## src/rtl/ysyx_24080014_defs.sv

```systemverilog
// Shared definitions for the memory arbiter: FSM encodings and width helpers.
package ysyx_24080014_defs;

    typedef logic [1:0] arb_state_t;

    localparam arb_state_t ARB_IDLE  = 2'd0;
    localparam arb_state_t ARB_SREQ  = 2'd1;
    localparam arb_state_t ARB_SRESP = 2'd2;

    localparam int unsigned BYTE_W = 8;

    // Index width for n masters; never narrower than one bit.
    function automatic int unsigned idx_width(input int unsigned n);
        return (n > 1) ? $clog2(n) : 1;
    endfunction

endpackage

```

## src/rtl/ysyx_24080014_rr_pick.sv

```systemverilog
// Combinational picker: first requester at or after ptr (mode=1), or lowest index (mode=0).
module ysyx_24080014_rr_pick
    import ysyx_24080014_defs::*;
#(
    parameter int unsigned N  = 2,
    parameter int unsigned IW = idx_width(N)
) (
    input  logic [N-1:0]  req,
    input  logic [IW-1:0] ptr,
    input  logic          mode,
    output logic [N-1:0]  grant,
    output logic [IW-1:0] idx
);

    logic          found;
    logic [IW-1:0] cand;
    int unsigned   base;

    always_comb begin
        grant = '0;
        idx   = '0;
        found = 1'b0;
        cand  = '0;
        base  = mode ? 32'(ptr) : 32'd0;
        for (int unsigned i = 0; i < N; i++) begin
            cand = IW'((base + i) % N);
            if (!found && req[cand]) begin
                found       = 1'b1;
                grant[cand] = 1'b1;
                idx         = cand;
            end
        end
    end

endmodule

```

## src/rtl/ysyx_24080014_mem_arbiter.sv

```systemverilog
// N-master to 1-slave memory arbiter, one outstanding transaction, fixed or round-robin.
module ysyx_24080014_mem_arbiter
    import ysyx_24080014_defs::*;
#(
    parameter int unsigned NUM_M  = 2,
    parameter int unsigned ADDR_W = 32,
    parameter int unsigned DATA_W = 32,
    parameter bit          RR_EN  = 1'b0,
    localparam int unsigned IW    = idx_width(NUM_M),
    localparam int unsigned MW    = DATA_W / BYTE_W
) (
    input  logic                clk,
    input  logic                rst,
    input  logic [NUM_M-1:0]        m_req_valid,
    output logic [NUM_M-1:0]        m_req_ready,
    input  logic [NUM_M*ADDR_W-1:0] m_req_addr,
    input  logic [NUM_M-1:0]        m_req_wen,
    input  logic [NUM_M*DATA_W-1:0] m_req_wdata,
    input  logic [NUM_M*MW-1:0]     m_req_wmask,
    output logic [NUM_M-1:0]        m_resp_valid,
    input  logic [NUM_M-1:0]        m_resp_ready,
    output logic [DATA_W-1:0]       m_resp_rdata,
    output logic                    m_resp_err,
    output logic                s_req_valid,
    input  logic                s_req_ready,
    output logic [ADDR_W-1:0]   s_req_addr,
    output logic                s_req_wen,
    output logic [DATA_W-1:0]   s_req_wdata,
    output logic [MW-1:0]       s_req_wmask,
    input  logic                s_resp_valid,
    output logic                s_resp_ready,
    input  logic [DATA_W-1:0]   s_resp_rdata,
    input  logic                s_resp_err,
    output logic [IW-1:0]       grant_id
);

    arb_state_t          state_q, state_d;
    logic [IW-1:0]       ptr_q, ptr_d;
    logic [IW-1:0]       grant_q, grant_d;
    logic [ADDR_W-1:0]   addr_q, addr_d;
    logic                wen_q, wen_d;
    logic [DATA_W-1:0]   wdata_q, wdata_d;
    logic [MW-1:0]       wmask_q, wmask_d;

    logic [NUM_M-1:0]    pick_oh;
    logic [IW-1:0]       pick_idx;
    logic [IW-1:0]       ptr_next;
    logic                resp_fire;

    ysyx_24080014_rr_pick #(
        .N  (NUM_M),
        .IW (IW)
    ) u_pick (
        .req   (m_req_valid),
        .ptr   (ptr_q),
        .mode  (RR_EN),
        .grant (pick_oh),
        .idx   (pick_idx)
    );

    assign ptr_next  = (grant_q == IW'(NUM_M - 1)) ? '0 : grant_q + IW'(1);
    assign resp_fire = s_resp_valid && s_resp_ready;

    always_comb begin
        state_d = state_q;
        ptr_d   = ptr_q;
        grant_d = grant_q;
        addr_d  = addr_q;
        wen_d   = wen_q;
        wdata_d = wdata_q;
        wmask_d = wmask_q;
        unique case (state_q)
            ARB_IDLE: begin
                if (|m_req_valid) begin
                    state_d = ARB_SREQ;
                    grant_d = pick_idx;
                    addr_d  = m_req_addr[pick_idx*ADDR_W +: ADDR_W];
                    wen_d   = m_req_wen[pick_idx];
                    wdata_d = m_req_wdata[pick_idx*DATA_W +: DATA_W];
                    wmask_d = m_req_wmask[pick_idx*MW +: MW];
                end
            end
            ARB_SREQ: begin
                if (s_req_ready) state_d = ARB_SRESP;
            end
            ARB_SRESP: begin
                if (resp_fire) begin
                    state_d = ARB_IDLE;
                    if (RR_EN) ptr_d = ptr_next;
                end
            end
            default: state_d = ARB_IDLE;
        endcase
    end

    always_ff @(posedge clk or negedge rst) begin
        if (!rst) begin
            state_q <= ARB_IDLE;
            ptr_q   <= '0;
            grant_q <= '0;
            addr_q  <= '0;
            wen_q   <= 1'b0;
            wdata_q <= '0;
            wmask_q <= '0;
        end else begin
            state_q <= state_d;
            ptr_q   <= ptr_d;
            grant_q <= grant_d;
            addr_q  <= addr_d;
            wen_q   <= wen_d;
            wdata_q <= wdata_d;
            wmask_q <= wmask_d;
        end
    end

    always_comb begin
        // Gated by rst so no master sees an accept while reset is held.
        m_req_ready  = (rst && state_q == ARB_IDLE) ? pick_oh : '0;
        s_req_valid  = (state_q == ARB_SREQ);
        s_req_addr   = addr_q;
        s_req_wen    = wen_q;
        s_req_wdata  = wdata_q;
        s_req_wmask  = wmask_q;
        m_resp_valid = '0;
        s_resp_ready = 1'b0;
        m_resp_rdata = '0;
        m_resp_err   = 1'b0;
        if (state_q == ARB_SRESP) begin
            s_resp_ready          = m_resp_ready[grant_q];
            m_resp_valid[grant_q] = s_resp_valid;
            m_resp_rdata          = s_resp_rdata;
            m_resp_err            = s_resp_err;
        end
        grant_id = grant_q;
    end

endmodule

```

## config.mk

```make
export PLATFORM = sky130hd
export DESIGN_NAME = ysyx_24080014_mem_arbiter
export DESIGN_NICKNAME = d
export VERILOG_FILES = /design/src/rtl/ysyx_24080014_defs.sv /design/src/rtl/ysyx_24080014_rr_pick.sv /design/src/rtl/ysyx_24080014_mem_arbiter.sv
export SDC_FILE = /design/constraint.sdc
export NUM_CORES = 1
export LEC_CHECK = 0
export CORE_ASPECT_RATIO = 0.8
export CORE_UTILIZATION = 30
export CTS_CLUSTER_SIZE = 40
export DETAILED_ROUTE_END_ITERATION = 7
export PLACE_DENSITY = 0.73
export SYNTH_ARGS = -nofsm -noshare
export SYNTH_HDL_FRONTEND = slang
export SYNTH_SLANG_ARGS = --single-unit
```

## constraint.sdc

```tcl
create_clock -name clk -period 1.45 [get_ports clk]
set_clock_uncertainty 0.05 [all_clocks]
set_input_delay 0.29 -clock clk [delete_from_list [all_inputs] [get_ports clk]]
set_output_delay 0.29 -clock clk [all_outputs]
set_load 0.01 [all_outputs]
```

==> results.tsv <==
stage	metric	value	unit
global_routing	GRT Overall Usage	0.199	
global_routing	first-pass GRT wire length	22.2	mm
yosys	Post-Syn Instances	283	
final_layout	final core occ	0.585	
cts	CTS Buf Count	9	
routing	Post-route DRC	0	
yosys	number of synthesized flops with an enable pin	0	
worst_setup_path	crit start category	flop	
cts	Clock Sinks	72	
cts	Max H-tree Level	3	
worst_hold_path	worst hold path class	input port to asynchronous set/reset pin	
pwr	PwrDens	1800	nW/um^2
cts	clk slew on worst S/H paths	0.06	ns
final_layout	FILL cells	1164	
timing	Max Fclk	567	MHz
cts	clock latency on the worst-skew pair	0.32	ns
timing	hold slack	0.0644	ns
final_layout	flip-flop and latch area	1800	sq um
cts	CTS Hold Bufs	0	
routing	DR WL/cell	19.0	microns
die	num rows	39	
yosys	ranking of synthesized cells by area	mux2_4, dfrtp_1, and2_1	
timing	RSZ-0062 raised after global routing	yes	
global_routing	largest net degree at the start of global routing	43	
routing	routed vias	3524	
die	Die Width	138	microns
run	number of max-cap violations	0	
timing	min Tclk post-route	1.76	ns
yosys	YS warnings	0	
yosys	Mean Syn Cell Area	15.6	sq um
timing	worst setup margin	-0.312	ns
timing	Slew HR	0.622	
routing	TritonRoute pass-1 iters	4	
cts	CTS tree	built	
worst_setup_path	Worst R2R Path Depth	7	
timing	Fin. Hold Viols	0	
die	die area	15200	sq um
final_layout	share of layout cells above drive strength 1	0.426	
placement	GPL Wtd Cong	0.881	
timing	Worst-Margin Slew	0.568	ns
yosys	post-synthesis sequential area ratio	0.408	
yosys	synthesized area	4410	sq um
yosys	synthesized flop and latch total	72	
placement	Detailed Place HPWL	9.95	mm
yosys	Syn Nets	462	
worst_setup_path	critical path data required time	1.11	ns
pwr	Peak VDD IR	951	uV
run_status	failing checks	setup timing	
yosys	most frequent cells after synthesis	mux2_4, dfrtp_1, and2_1	
worst_setup_path	Critical Path AT	1.42	ns
final_layout	synthesis-to-layout area growth	90.0	%
placement	port bufs	287	
timing	Period Utilization, post-route	1.22	
run_status	outcome	finished with violations	
global_routing	total gr overflow	0	
die	io pins	288	
yosys	Top FF cell, synth	dfrtp_1	
final_layout	n_diodes	0	
worst_setup_path	CP Capture Type	primary output	
final_layout	Multi-input gate area	2460	sq um
final_layout	# nets final	787	
cts	root buffer cell	clkbuf_16	
global_routing	initial antenna violation count	0	
yosys	most frequent cell after synthesis	mux2_4	
cts	clk buf depth	2	
die	Core Area	14300	sq um
timing	final slew viol count	0	
routing	Vias/cell	4.42	
die	Die H	110	microns
yosys	asr flop ratio synth	1.00	
routing	Antenna Nets Post-Route	0	
timing	# setup viols final	108	
routing	Detailed Route WL	15.1	mm
routing	Iter 0 DRT Violations	62	
worst_setup_path	Setup Crit Path Kind	flop to primary output	
die	initial core utilization	0.308	
worst_setup_path	Worst Path Max Fanout	9	
global_routing	vias in the first global route	3794	
pwr	leak pwr	0.00395	uW
yosys	biggest area consumer among synthesized cells	mux2_4	
yosys	Netlist cell types	17	
yosys	post-synth top area share	0.469	
## worst paths after layout
kind | start | end | slack, ns
max | state_q[0]$_DFFE_PN0P_ | m_resp_valid[1] | -0.31
min | rst | s_req_addr[17]$_DFFE_PN0P_ | 0.06
max reg2reg | state_q[1]$_DFFE_PN0P_ | s_req_wdata[30]$_DFFE_PN0P_ | -0.26
min reg2reg | s_req_wdata[1]$_DFFE_PN0P_ | s_req_wdata[1]$_DFFE_PN0P_ | 0.45
max in group asynchronous | rst | s_req_wdata[16]$_DFFE_PN0P_ | 0.56
min in group clk | m_req_valid[0] | grant_id$_DFFE_PN0P_ | 0.42
## cells in the final DEF (no fill, tap or decap), types with 2 or more instances in the layout
| cell type | instances |
|---|---|
| buf_6 | 22 |
| buf_8 | 2 |
| clkdlybuf4s50_1 | 175 |
| buf_2 | 22 |
| buf_16 | 13 |
| and3_4 | 3 |
| bufbuf_16 | 3 |
| and2_4 | 11 |
| dfrtp_1 | 72 |
| a21oi_1 | 2 |
| dlygate4sd2_1 | 71 |
| clkbuf_8 | 2 |
| nor2b_4 | 2 |
| mux2_4 | 138 |
| clkbuf_16 | 10 |
| buf_4 | 15 |
| nand2_1 | 3 |
| bufinv_16 | 2 |
| nor2b_2 | 2 |
| inv_1 | 2 |
| and2_1 | 22 |
| buf_12 | 10 |
## sequential cells by signal, indices dropped and copies added (netlist names)
register and flops:
s_req_wmask 4, state_q 2, s_req_addr 32, grant_id 1, s_req_wen 1, s_req_wdata 32
## worst max-delay path, stage by stage, from the launching register on
cell     delay (ns)
dfrtp_1        0.40
nor2b_4        0.16
buf_12         0.13
buf_16         0.11
and3_4         0.18
buf_6          0.10
## report_power, final
group	internal (uW)	leakage, uW	total [uW]	switching (uW)
registers	3070	0.000843	3650	586
clock network	1600	0.000159	2460	858
logic	5770	0.00295	8960	3190
total	10400	0.00395	15100	4630
## routing by layer
metal	part of all wire	GRT usage	wire length, microns	vias up
met5	0	0	0	-
met2	0.46	0.316	6890	179
met4	0.025	0.0740	376	0
met3	0.088	0.0638	1320	21
li1	-	-	-	1653
met1	0.43	0.251	6510	1671
## kinds of logic (layout without fill, tap and decap cells)
| kind of cell | after synthesis | count (layout) | synth area share |
|---|---|---|---|
| mux | 139 | 139 | 0.472 |
| flops | 72 | 72 | 0.408 |
| simple gates | 45 | 45 | 0.0615 |
| buf+inv | 22 | 352 | 0.0519 |
| compound gates | 5 | 5 | 0.00680 |
## stage by stage
stage                     setup slack [ns]  TNS, ns  cell area, sq um  total power [uW]  cells
after floorplan                    0.00456        0              4420              7660    283
after global placement              -0.631   -55.89              7480             11200    749
after detailed placement            -0.642   -56.59              7480             11300    749
after CTS                           -0.325   -27.36              8350             15200    798
after global routing                -0.390   -30.08              8390             15800    797
final                               -0.312   -23.79              8390             15100    797
## area by class of cell
cell class | instances | area share
inverters | 2 | 0.000895
flip-flops and latches | 72 | 0.215
clock buffers | 12 | 0.0306
clock inverters | 4 | 0.00910
multi-input cells | 189 | 0.293
well taps | 184 | 0.0275
repair buffers | 334 | 0.424
## what timing repair did
action | 4_1_cts | 5_1_grt
endpoints found under the setup margin | 178 | 109
pin swaps | 3 | 1
gates resized for setup | 279 | 14
gates cloned | 15 | 1
setup buffers | 18 | 0
No activity file was read; power rests on OpenSTA's default activity.
